==> src/rtl/ex_pkg.sv <==
// Types and constants shared by execute, the result buffer and writeback.
// Result width follows `SIMD_DATA_WIDTH when the core defines it, else 64.
`ifndef SIMD_DATA_WIDTH
`define SIMD_DATA_WIDTH 64
`endif

package ex_pkg;
  localparam int EX_DATA_W = `SIMD_DATA_WIDTH;
  localparam int EX_RD_W   = 5;

  localparam logic [1:0] SIMD_CTL_SCALAR = 2'b00;
  localparam logic [1:0] SIMD_CTL_SIMD32 = 2'b01;
  localparam logic [1:0] SIMD_CTL_SIMD16 = 2'b10;

  typedef struct packed {
    logic [EX_DATA_W-1:0] data;
    logic [EX_RD_W-1:0]   rd;
    logic                 wen;
    logic [1:0]           simd_ctl;
  } ex_result_t;
endpackage

==> src/rtl/ex_fwd_match.sv <==
// Forwarding lookup over the two buffered entries; the youngest matching entry wins.
// Instantiated only when EX_RESULT_FWD_EN is defined.
module ex_fwd_match #(
  parameter int DATA_W = 64,
  parameter int RD_W   = 5
) (
  input  logic [1:0]             ent_vld_i,
  input  logic [1:0]             ent_wen_i,
  input  logic [1:0][RD_W-1:0]   ent_rd_i,
  input  logic [1:0][DATA_W-1:0] ent_data_i,
  input  logic                   young_idx_i,
  input  logic [RD_W-1:0]        rs_i,
  output logic                   hit_o,
  output logic [DATA_W-1:0]      data_o
);
  logic [1:0] match;

  // x0 is hardwired zero, so it never forwards
  for (genvar i = 0; i < 2; i++) begin : g_cmp
    assign match[i] = ent_vld_i[i] & ent_wen_i[i] & (ent_rd_i[i] == rs_i) & (|rs_i);
  end

  always_comb begin
    hit_o  = 1'b0;
    data_o = '0;
    if (match[young_idx_i]) begin
      hit_o  = 1'b1;
      data_o = ent_data_i[young_idx_i];
    end else if (match[~young_idx_i]) begin
      hit_o  = 1'b1;
      data_o = ent_data_i[~young_idx_i];
    end
  end
endmodule

==> src/rtl/ex_result_buffer.sv <==
// Two-entry FIFO between execute and writeback; flushable on redirect.
// Define EX_RESULT_FWD_EN to add the decode forwarding lookup (fwd_rs/fwd_hit/fwd_data).
module ex_result_buffer
  import ex_pkg::*;
#(
  parameter int DATA_W = EX_DATA_W,
  parameter int RD_W   = EX_RD_W,
  parameter int DEPTH  = 2
) (
  input  logic              clk,
  input  logic              rst_n,
  input  logic              flush,
  input  logic              in_valid,
  output logic              in_ready,
  input  logic [DATA_W-1:0] in_data,
  input  logic [RD_W-1:0]   in_rd,
  input  logic              in_wen,
  input  logic [1:0]        in_simd_ctl,
  output logic              out_valid,
  input  logic              out_ready,
  output logic [DATA_W-1:0] out_data,
  output logic [RD_W-1:0]   out_rd,
  output logic              out_wen,
  output logic [1:0]        out_simd_ctl,
  input  logic [RD_W-1:0]   fwd_rs,
  output logic              fwd_hit,
  output logic [DATA_W-1:0] fwd_data
);
  localparam int PTR_W = $clog2(DEPTH);
  localparam int CNT_W = $clog2(DEPTH + 1);
  localparam logic [CNT_W-1:0] CNT_FULL = CNT_W'(DEPTH);
  localparam logic [CNT_W-1:0] CNT_ONE  = CNT_W'(1);

  typedef struct packed {
    logic [DATA_W-1:0] data;
    logic [RD_W-1:0]   rd;
    logic              wen;
    logic [1:0]        simd_ctl;
  } entry_t;

  entry_t           ent_q [DEPTH];
  logic [PTR_W-1:0] wr_ptr_q, rd_ptr_q;
  logic [CNT_W-1:0] count_q, count_d;
  logic             push, pop;

  // in_ready depends only on registered count, so no out_ready -> in_ready path
  assign in_ready  = (count_q != CNT_FULL);
  assign out_valid = (count_q != '0);
  assign push      = in_valid & in_ready;
  assign pop       = out_valid & out_ready;

  always_comb begin
    count_d = count_q;
    case ({push, pop})
      2'b10:   count_d = count_q + CNT_ONE;
      2'b01:   count_d = count_q - CNT_ONE;
      default: count_d = count_q;
    endcase
  end

  always_ff @(posedge clk or negedge rst_n) begin
    if (!rst_n) begin
      count_q  <= '0;
      wr_ptr_q <= '0;
      rd_ptr_q <= '0;
      for (int i = 0; i < DEPTH; i++) ent_q[i] <= '0;
    end else if (flush) begin
      // stale entry contents are left in place; count=0 hides them
      count_q  <= '0;
      wr_ptr_q <= '0;
      rd_ptr_q <= '0;
    end else begin
      count_q <= count_d;
      if (push) begin
        ent_q[wr_ptr_q] <= '{data: in_data, rd: in_rd, wen: in_wen, simd_ctl: in_simd_ctl};
        wr_ptr_q        <= wr_ptr_q + 1'b1;
      end
      if (pop) rd_ptr_q <= rd_ptr_q + 1'b1;
    end
  end

  assign out_data     = ent_q[rd_ptr_q].data;
  assign out_rd       = ent_q[rd_ptr_q].rd;
  assign out_wen      = ent_q[rd_ptr_q].wen;
  assign out_simd_ctl = ent_q[rd_ptr_q].simd_ctl;

`ifdef EX_RESULT_FWD_EN
  logic [1:0]             ent_vld, ent_wen;
  logic [1:0][RD_W-1:0]   ent_rd;
  logic [1:0][DATA_W-1:0] ent_data;

  for (genvar i = 0; i < 2; i++) begin : g_ent
    assign ent_vld[i]  = (count_q == CNT_FULL) ||
                         ((count_q != '0) && (rd_ptr_q == PTR_W'(i)));
    assign ent_wen[i]  = ent_q[i].wen;
    assign ent_rd[i]   = ent_q[i].rd;
    assign ent_data[i] = ent_q[i].data;
  end

  ex_fwd_match #(.DATA_W(DATA_W), .RD_W(RD_W)) u_fwd (
    .ent_vld_i   (ent_vld),
    .ent_wen_i   (ent_wen),
    .ent_rd_i    (ent_rd),
    .ent_data_i  (ent_data),
    .young_idx_i (~wr_ptr_q),
    .rs_i        (fwd_rs),
    .hit_o       (fwd_hit),
    .data_o      (fwd_data)
  );
`else
  logic unused_fwd_rs;
  assign unused_fwd_rs = ^fwd_rs;
  assign fwd_hit       = 1'b0;
  assign fwd_data      = '0;
`endif
endmodule

==> config.mk <==
export PLATFORM = sky130hd
export DESIGN_NAME = ex_result_buffer
export DESIGN_NICKNAME = d
export VERILOG_FILES = /design/src/rtl/ex_pkg.sv /design/src/rtl/ex_fwd_match.sv /design/src/rtl/ex_result_buffer.sv
export SDC_FILE = /design/constraint.sdc
export NUM_CORES = 1
export LEC_CHECK = 0
export CAP_MARGIN = 10
export CORE_MARGIN = 5
export CORE_UTILIZATION = 25
export CTS_CLUSTER_SIZE = 14
export DETAILED_ROUTE_END_ITERATION = 10
export PLACE_DENSITY = 0.56
export SLEW_MARGIN = 0
export SYNTH_ARGS = -nofsm -noshare
export SYNTH_HDL_FRONTEND = slang
export SYNTH_SLANG_ARGS = --single-unit
==> constraint.sdc <==
create_clock -name clk -period 2.05 [get_ports clk]
set_input_delay 0.41 -clock clk [delete_from_list [all_inputs] [get_ports clk]]
set_output_delay 0.41 -clock clk [all_outputs]
set_load 0.1 [all_outputs]
# Word-level counts from Yosys, hierarchy flattened
# Cells that the tools add are included.
dict set report word_totals {
  ff_bits 148
  input_bits 82
  output_inout_bits 139
  wordCells 44
}
dict set report classes {
  n_addsub 4
  order_cmp 3
  n_eq_ne 3
  mux 12
  n_bitwise 5
  n_reduce_logical 6
}
# cell count
set op_table {}
lappend op_table {{$mux W72} 4}
lappend op_table {{$bwmux W144} 1}
lappend op_table {{$demux W72 S1} 1}
lappend op_table {{$reduce_bool A2 Y1} 3}
lappend op_table {{$ge A2 B2 Y1 const B} 2}
lappend op_table {{$mux W1} 4}
lappend op_table {{$not A1 Y2} 2}
lappend op_table {{$pmux W2 S2} 1}
lappend op_table {{$reduce_bool A3 Y1} 1}
lappend op_table {{$add A1 B1 Y1 const B} 2}
lappend op_table {{$add A2 B1 Y2 const B} 1}
lappend op_table {{$and A1 B1 Y1} 2}
lappend op_table {{$eq A2 B1 Y1 const B} 1}
lappend op_table {{$eq A2 B2 Y1 const B} 1}
lappend op_table {{$lt A2 B1 Y1 const B} 1}
lappend op_table {{$mux W2} 1}
lappend op_table {{$ne A2 B2 Y1 const B} 1}
lappend op_table {{$reduce_and A2 Y1} 1}
lappend op_table {{$sub A2 B1 Y2 const B} 1}
lappend op_table {{$logic_and A1 B1 Y1} 1}
lappend op_table {{$not A1 Y1} 1}

# Longest topological paths before layout
dict set report depth {
  ltp_word 6
  depth_mapped 6
  ltp_nobuf 4
}

# Worst setup path after synthesis
# OpenSTA, ideal clock, no wires.
dict set report synth_timing {
  kind {register -> register}
  start {register count_q[0]}
  end {register ent_q[0] (netlist name)}
  setup_ns 0.125
  arrival_ns 2.041
  path_slack_ns -0.116
  path_stages_with_launch 7
  cell_sequence {dfrtp_1 -> and2b_2 -> inv_1 -> nand4b_1 -> buf_2 -> buf_2 -> mux2_2}
}
dict set report synth_via {
  elab_chain_len 3
}
# item line
set synth_lines {}
lappend synth_lines {{from (decl)} ex_result_buffer.sv:43} ;# logic [CNT_W-1:0] count_q, count_d;
lappend synth_lines {{from (signal assigned)} ex_result_buffer.sv:73} ;# count_q <= count_d;
lappend synth_lines {{$ne A2 B2 Y1} ex_result_buffer.sv:47} ;# assign in_ready = (count_q != CNT_FULL);
lappend synth_lines {{net in_ready} ex_result_buffer.sv:14} ;# output logic in_ready,
lappend synth_lines {{$and A1 B1 Y1} ex_result_buffer.sv:49} ;# assign push = in_valid & in_ready;
lappend synth_lines {{$reduce_and A2 Y1 (no source line)} n/a}
lappend synth_lines {{to (signal, indexed assignment)} ex_result_buffer.sv:75} ;# ent_q[wr_ptr_q] <= '{data: in_data, rd: in_rd, wen: in_wen, simd_ctl: in_simd_ctl};
lappend synth_lines {{to (decl)} ex_result_buffer.sv:41} ;# entry_t ent_q [DEPTH];
# The timed path passes the listed nets, and every way through them passes these cells.
# A chain may end at the register's enable or synchronous reset.

# Worst setup path in the final report
dict set report layout_timing {
  start {register rd_ptr_q}
  end {output out_data[7]}
}
dict set report layout_via {
  elab_chain_len 4
}
# item line
set layout_lines {}
lappend layout_lines {{from (decl)} ex_result_buffer.sv:42} ;# logic [PTR_W-1:0] wr_ptr_q, rd_ptr_q;
lappend layout_lines {{from (signal assigned)} ex_result_buffer.sv:78} ;# if (pop) rd_ptr_q <= rd_ptr_q + 1'b1;
lappend layout_lines {{$not A1 Y2 (not written as such)} ex_result_buffer.sv:82} ;# assign out_data = ent_q[rd_ptr_q].data;
lappend layout_lines {{$mux W72 (3 in series)} n/a}
lappend layout_lines {{to (decl)} ex_result_buffer.sv:21} ;# output logic [DATA_W-1:0] out_data,
# No other way between the ends. The select of a mux whose other input is x is not followed.

==> results_dict.tcl <==
set metrics [dict create \
    cts_max_path_buffers 2 \
    hpwl_um 11200 \
    synth_warnings 0 \
    peakVddDrop_uv 749 \
    htreeDepth 4 \
    finalPower_mw 14.0 \
    critPathMaxFanout 14 \
    fin_nets 738 \
    via_count 4077 \
    grt_start_max_net_pins 42 \
    synth_xor_area_frac 0.00123 \
    syn_inst 474 \
    drc 0 \
    clkPwrFrac 0.225 \
    period_share 1.04 \
    synth_top_family_by_area "multiplexers" \
    p_comb_frac 0.491 \
    ys_seq_elements 148 \
    startpoint_type "flop" \
    dp_cells 1006 \
    synth_edf_count 0 \
    power.internal_mw 8.16 \
    io_buffer_count 150 \
    rr_startpoint "count_q[1]" \
    crit_type "reg2out" \
    utilization 0.381 \
    drt_iter0_markers 164 \
    rsz0062_at_grt "true" \
    worstPathCellList "buf_6 -> buf_12 -> mux2_4 -> buf_12" \
    diodes 0 \
    worst_path_most_repeated_cell "buf_12" \
    die_area_um2 31900 \
    grt_pass1_wl_um 25200 \
    timing.critical_path.to "out_data[7]" \
    reg2reg_depth 6 \
    drive_gt1_frac 0.543 \
    p_leak_nw 4.66 \
    first_global_vias 4450 \
    synth_fa_ha_area_frac 0 \
    area_growth_pct 49.7 \
    antenna_left 0 \
    synth_top_flop_cell "dfrtp_1" \
    reg2reg_slack_ns 0.23 \
    max_stage_delay_ns 0.52 \
    worstPathArrival_ns 1.73 \
    core_area_um2 27900 \
    layout_setup_ws_ns -0.0906 \
    clk_pin_slew_ns 0.06 \
    first_pass_iters 4 \
    cts.sinks 148 \
    grtUsageTotal 0.102 \
    ys_seq_area_frac 0.521 \
    hold_path.class "in2async" \
    fmax_mhz 467 \
    cts_buffers 17 \
    antenna_found_initial 0 \
    fin_skew_ns 0.00917 \
    synth.area.mux_share 0.370 \
    outcome "finished, violations left" \
    rows 61 \
    stdcell_count 1047 \
    root_buffer "clkbuf_16" \
    drv_slew 0 \
    crit_path_top_delay_cell "dfrtp_4" \
    powerDensity_nw_per_um2 1310 \
    fin_crit_ns 2.14 \
    crit_start "rd_ptr_q" \
    crit_required_ns 1.64 \
    r2r-end "ent_q[16]" \
    switching_share 0.417 \
    cts_tree "yes" \
    setup_viol 72 \
    ios 221 \
    synth_most_common_cell "mux2_2" \
    synth_compound_area_frac 0.00633 \
    initial_utilization 0.255 \
    grt_overflow_total 0 \
    p_seq_frac 0.284 \
    synth_area_um2 7110 \
    violations "negative setup slack" \
    place.gp.congestion 0.680 \
    synthTopCellsByArea "dfrtp_1, mux2_2, mux2_4" \
    synthDistinctLibCells 25 \
    synth_area_leader_cell "dfrtp_1" \
    wire_per_inst_um 15.6 \
    die_y_um 179 \
    die_x_um 179 \
    routed_wl_um 16300 \
    hold_viol_final 0 \
    worstSetupEndpointType "output pin" \
    avgSynthCellArea_um2 15.0 \
    clock_latency_ns 0.42 \
    synthArstFlopShare 1.00 \
    yosys.area_share.simple 0.0109 \
    p_switching_mw 5.83 \
    synth_top_area_share 0.521 \
    synth_common_cells "mux2_2, dfrtp_1, buf_4, mux2_4" \
    max_cap_viol_count 0 \
    vias_per_cell 3.89 \
]
[repair_timing]
item | in CTS | in global routing
hold buffers | 1 | 0
endpoints found under the hold margin | 37 | 0
setup endpoints to repair | 72 | 72
gates resized for setup | 18 | 11
gates cloned | 2 | 0
setup buffers | 6 | 2
[layout by cell type (no fill, tap or decap), types with 2 or more instances in the layout]
cell / instances
mux2_1: 4
clkinv_2: 2
clkdlybuf4s50_1: 75
buf_4: 15
buf_16: 2
or2_2: 2
conb_1: 65
mux2_2: 143
dfrtp_1: 147
a21oi_1: 4
clkinvlp_4: 7
buf_12: 91
inv_6: 4
bufinv_16: 2
mux2_4: 69
buf_6: 2
o21ai_0: 2
clkbuf_16: 17
[worst min path at each step]
| stage | from | end | slack [ns] |
|---|---|---|---|
| global route | ent_q[87] | ent_q[87] | 0.51 |
| floorplan | rst_n | count_q[0] | 0.11 |
| CTS | ent_q[137] | ent_q[137] | 0.49 |
| finish | rst_n | ent_q[66] | 0.48 |
| detailed placement | rst_n | ent_q[66] | 0.36 |
| global placement | rst_n | ent_q[66] | 0.37 |
[worst max-delay path: cells and delay by family (launching register included)]
| kind | cells | cell delay [ns] |
|---|---|---|
| flops | 1 | 0.52 |
| buf+inv | 3 | 0.47 |
| mux | 1 | 0.32 |
[through the flow]
step                      setup WS (ns)  setup TNS (ns)  hold WS, ns  instance area [um2]
after global routing             -0.143           -9.29        0.510                10600
after CTS                        -0.130           -7.80        0.494                10600
after detailed placement         -0.140           -6.36        0.363                 9830
after global placement           -0.137           -6.12        0.366                 9830
after floorplan                  -0.102           -7.11        0.114                 7410
final                           -0.0906           -5.15        0.484                10600
[routing by layer]
metal | global-route usage | vias to the layer above | part of all wire
li1 | - | 1903 | -
met1 | 0.135 | 2027 | 0.45
met2 | 0.155 | 139 | 0.46
met3 | 0.0401 | 8 | 0.082
met4 | 0.0278 | 0 | 0.0090
met5 | 0 | - | 0
[flip-flops by register name, summed over array words and instances, names as in the netlist]
| register | flops |
|---|---|
| wr_ptr_q | 1 |
| ent_q | 144 |
| rd_ptr_q | 1 |
| count_q | 2 |
[area by class of cell]
| type | count | area (um2) |
|---|---|---|
| clock buffers | 18 | 439 |
| multi-input cells | 300 | 3080 |
| well taps | 378 | 473 |
| fillers | 2672 | 17300 |
| inverters | 2 | 11.3 |
| clock inverters | 14 | 150 |
| flip-flops and latches | 148 | 3710 |
| repair buffers | 187 | 2790 |
[power by group through the flow]
stage	logic (mW)	clock network, mW	registers [mW]
after detailed placement	6.78	0	4.02
after CTS	6.91	3.31	3.97
final	6.87	3.15	3.98
after global routing	7.11	3.41	4.06
after floorplan	4.83	0	3.91
after global placement	6.75	0	4.01
[cell families after synthesis]
group | after synthesis
and+or+nand+nor | 9
DFF | 148
muxes | 217
xor gates and xnor gates | 1
buffers and inverters | 90
AOI/OAI and AO/OA | 8
other | 1
Power figures use the tool's default switching activity.
